File: src/rtl/instr_fetch_unit.sv
// instr_fetch_unit: fetches 16-bit instructions into a small FIFO for a multicycle core.
// Ports:
//   clk, reset (async, active-low)
//   imem_req/imem_addr -> instruction memory request (registered, held until ack)
//   imem_ack/imem_rdata <- memory accept + returned word
//   instr_valid/instr/instr_pc -> buffer head; instr_ready <- core consumes head
//   redirect/redirect_pc <- core redirects fetch (flushes buffer)
module instr_fetch_unit #(
  parameter logic [15:0] RESET_PC = 16'h0000,
  parameter int DEPTH = 2
) (
  input  logic        clk,
  input  logic        reset,
  output logic        imem_req,
  output logic [15:0] imem_addr,
  input  logic        imem_ack,
  input  logic [15:0] imem_rdata,
  output logic        instr_valid,
  input  logic        instr_ready,
  output logic [15:0] instr,
  output logic [15:0] instr_pc,
  input  logic        redirect,
  input  logic [15:0] redirect_pc
);
  localparam int AW = $clog2(DEPTH);
  localparam int CW = AW + 1;
  localparam logic [CW-1:0] FULL = CW'(DEPTH);
  typedef enum logic [1:0] {IDLE, BUSY, DRAIN} state_t;
  state_t state_q, state_d;
  logic [15:0] fetch_pc_q, fetch_pc_d, addr_q, addr_d;
  logic [CW-1:0] count_q, count_d;
  logic [AW-1:0] head_q, tail_q;
  logic [15:0] instr_mem_q [DEPTH];
  logic [15:0] pc_mem_q [DEPTH];
  logic ack, push, pop, room;
  logic [15:0] redir_pc, pc_inc;
  // An ack only means something while a request is outstanding.
  assign ack = imem_ack && state_q != IDLE;
  // A redirect flushes the buffer, so neither the returned word nor a pop is credited.
  assign push = ack && state_q == BUSY && !redirect;
  assign pop = instr_valid && instr_ready && !redirect;
  assign count_d = redirect ? '0 : count_q + CW'(push) - CW'(pop);
  assign room = count_d != FULL;
  assign redir_pc = redirect_pc & 16'hFFFE;
  assign pc_inc = fetch_pc_q + 16'd2;
  assign imem_req = state_q != IDLE;
  assign imem_addr = addr_q;
  assign instr_valid = count_q != '0;
  assign instr = instr_valid ? instr_mem_q[head_q] : '0;
  assign instr_pc = instr_valid ? pc_mem_q[head_q] : '0;
  // fetch_pc always names the next word wanted; in BUSY it equals imem_addr.
  always_comb begin
    state_d = state_q;
    fetch_pc_d = redirect ? redir_pc : fetch_pc_q;
    addr_d = addr_q;
    unique case (state_q)
      IDLE: if (!redirect && room) begin
        state_d = BUSY;
        addr_d = fetch_pc_q;
      end
      BUSY: if (ack) begin
        addr_d = redirect ? redir_pc : pc_inc;
        fetch_pc_d = redirect ? redir_pc : pc_inc;
        state_d = (redirect || room) ? BUSY : IDLE;
      end else if (redirect) begin
        // Request in flight must complete at its old address; its data is dropped.
        state_d = DRAIN;
      end
      DRAIN: if (ack) begin
        state_d = BUSY;
        addr_d = fetch_pc_d;
      end
      default: state_d = IDLE;
    endcase
  end
  always_ff @(posedge clk or negedge reset) begin
    if (!reset) begin
      state_q <= IDLE;
      fetch_pc_q <= RESET_PC;
      addr_q <= RESET_PC;
      count_q <= '0;
      head_q <= '0;
      tail_q <= '0;
      for (int i = 0; i < DEPTH; i++) begin
        instr_mem_q[i] <= '0;
        pc_mem_q[i] <= '0;
      end
    end else begin
      state_q <= state_d;
      fetch_pc_q <= fetch_pc_d;
      addr_q <= addr_d;
      count_q <= count_d;
      if (redirect) begin
        head_q <= '0;
        tail_q <= '0;
      end else begin
        if (push) begin
          instr_mem_q[tail_q] <= imem_rdata;
          pc_mem_q[tail_q] <= addr_q;
          tail_q <= tail_q + AW'(1);
        end
        if (pop) head_q <= head_q + AW'(1);
      end
    end
  end
endmodule

File: config.mk
export PLATFORM = sky130hd
export DESIGN_NAME = instr_fetch_unit
export DESIGN_NICKNAME = d
export VERILOG_FILES = /design/src/rtl/instr_fetch_unit.sv
export SDC_FILE = /design/constraint.sdc
export NUM_CORES = 1
export LEC_CHECK = 0
export ABC_CLOCK_PERIOD_IN_PS = 6700
export BUFFER_PORTS_ARGS = -buffer_cell sky130_fd_sc_hd__buf_2
export CORE_MARGIN = 2
export CORE_UTILIZATION = 55
export CTS_CLUSTER_DIAMETER = 100
export CTS_CLUSTER_SIZE = 20
export DETAILED_ROUTE_END_ITERATION = 8
export GPL_TIMING_DRIVEN = 0
export PLACE_DENSITY = 0.88
export SYNTH_ARGS = -nofsm -noshare
export SYNTH_HDL_FRONTEND = slang
export SYNTH_SLANG_ARGS = --single-unit
export TNS_END_PERCENT = 5
File: constraint.sdc
create_clock -name clk -period 6.7 [get_ports clk]
set_clock_uncertainty 0.05 [all_clocks]
set_input_delay 2.01 -clock clk [delete_from_list [all_inputs] [get_ports clk]]
set_output_delay 2.01 -clock clk [all_outputs]
set_load 0.01 [all_outputs]
==> out/qor.yml <==
status: "finished, final reports clean"
fmaxAchievable_mhz: 191.8
ios: 87
power.density_nw_per_um2: 392.6
maxCapViolCount: 0
cp-end-kind: "flip-flop"
htreeDepth: 3
syn_area_sq_um: 5416
cts-buffers-inserted: 9
gp_congestion: 0.9759
wl_per_cell_um: 17.33
die-area_sq_um: 10660
firstDrtPassIters: 5
place_hpwl_um: 9778
numPortBuffers: 84
fillers: 790
ys_seq_area_frac: 0.4712
syn_inst: 524
synth_edf_count: 0
start_util: 0.5593
clockBufferDepth: 2
final_cells: 757
vias_per_cell: 5.712
synth_nets: 569
slowest_stage: "clkbuf_1"
grt_pass1_wl_um: 20890
layout_setup_ws_ns: 1.485
yosys_warnings: 0
cts_root_buf: "clkbuf_8"
postSynthAreaPerCell_sq_um: 10.34
tightestPinTransition_ns: 0.6321
multiInputGateArea_sq_um: 2619
cp_slowest_stage_delay_ns: 0.48
critical_path_class: "input port to flip-flop"
ys.flop_type: "dfrtp_1"
synth_top_cell_by_area: "dfrtp_1"
place_inst: 742
grt_pass1_vias: 4188
final_layout_size_suffix_gt1_frac: 0.3045
hold_buffers: 0
yosys_register_bits: 102
clk_pin_slew_worst_paths_ns: 0.09
antenna_found_initial: 0
ys_top_cells_by_area: "dfrtp_1, mux2_2, mux2i_1, nor2_1, nand2_1"
synth_top_area_share: 0.4712
grt_overflow: 0
grt_usage: 0.2533
seqCellArea_sq_um: 2552
coreArea_sq_um: 9684
layout.nets: 665
area_delta_synth_final_pct: 14.99
worst_ep_arrival_time_ns: 5.41
drv_slew: 0
grt_max_degree: 56
first_iter_violations: 289
cp-startpoint: "redirect"
fin_crit_sh: 0.7783
synth_common_cells: "dfrtp_1, nor2_1, mux2_2"
critPathLaunchType: "input port"
hold_violations: 0
synth_cell_type_count: 56
dr_total_vias: 4324
cts.sinks: 102
peakVddDrop_v: 0.0001565
die_w_um: 103.2
hp-start: "fetch_pc_q[0]"
wl_um: 13120
fin_crit_ns: 5.215
relSlewSlack: 0.5786
cts_tree: "built"
final_antenna_net_count: 0
r2r_start: "state_q[0]"
cts_resized: 0
crit_fanout: 10
synth.most_common_cell: "dfrtp_1"
hold_class: "flip-flop to flip-flop"
fp-row-count: 36
async_flop_share: 1.000
tns_ns: 0
die_y_um: 103.2
leakagePower_nw: 2.885
crit_chain: "buf_2 > clkbuf_1 > clkbuf_1 > buf_2 > nor2_1 > ha_1 > inv_1 > ha_1 > nor4b_1 > o22ai_1 > a21o_1 > clkbuf_1 > nand2_1 > o41ai_1"
dp_slack_ns: 1.137
setup_viol: 0
rsz0062_at_grt: "false"
diodes: 0
cts_setup_buffers: 0
drc: 0
crit_path_frequent_cell: "clkbuf_1"
clk_latency_ns: 0.37
required_ns: 6.90
power by group:
group | switching, mW | internal, mW
registers | 0.147 | 0.833
clock network | 0.210 | 0.182
logic | 0.606 | 0.468
total | 0.963 | 1.48
flip-flops by register name, summed over array words and instances, names as in the netlist:
register     cells
instr_mem_q     32
pc_mem_q        32
fetch_pc_q      16
imem_addr       16
count_q          2
state_q          2
head_q           1
tail_q           1
logic make-up after synthesis:
logic type / Yosys count / synth area share
compound gates: 81 / 0.09564
simple gates: 166 / 0.1409
fa+ha+maj: 8 / 0.01848
buf+inv: 51 / 0.04528
flops: 102 / 0.4712
xor+xnor: 17 / 0.03026
mux: 99 / 0.1982
cell type report:
cell class | count | area share
inverter | 13 | 0.007834
clock inverter | 5 | 0.009241
clock buffer | 10 | 0.02210
sequential | 102 | 0.4098
tap | 133 | 0.02672
buffer | 38 | 0.03154
multi-input combinational | 371 | 0.4204
timing repair buffer | 85 | 0.07232
routing by layer:
layer  vias to the layer above  wire length, um  GRT usage  part of all wire
li1                       2028                -          -                 -
met3                        25              734    0.02823             0.056
met1                      2090             5745     0.3325              0.44
met5                         -                0          0                 0
met2                       181             6380     0.4311              0.49
met4                         0              257     0.1032             0.020
metrics by stage:
stage          hold slack [ns]  power (mW)    util  area [sq um]
6_report                0.4505       2.445  0.6432          6228
5_1_grt                 0.4735       2.621  0.6432          6228
4_1_cts                 0.4547       2.455  0.6432          6228
3_5_place_dp            0.4335       2.063  0.6230          6033
3_3_place_gp            0.4218       2.007  0.6199          6003
2_1_floorplan           0.4074       1.717       -          5416
worst max-delay path: cells and delay by family:
| family | cells | cell delay [ns] |
|---|---|---|
| adder cells (fa/ha/maj) | 2 | 0.58 |
| buffers and inverters | 6 | 1.77 |
| AND/OR/NAND/NOR | 3 | 0.52 |
| AO/OA/AOI/OAI | 3 | 0.51 |
final timing paths:
path / to / slack [ns] / cells after the start
worst max-delay path: imem_addr[14] / 1.49 / 14
worst max register to register: imem_addr[14] / 3.26 / 14
min in group asynchronous: instr_mem_q[6] / 1.61 / 1
worst min register to register: fetch_pc_q[0] / 0.45 / 1
worst min-delay path: fetch_pc_q[0] / 0.45 / 1
max in group asynchronous: fetch_pc_q[9] / 4.32 / 2
placed cells by master (no fill, tap or decap), types with 13 or more instances in the layout:
cell type	instances
mux2_2	65
mux2i_1	33
clkbuf_1	18
nor2_1	73
nand2_1	44
dfrtp_1	102
buf_2	96
o21ai_0	32
inv_1	13
(Power assumes the default switching activity.)
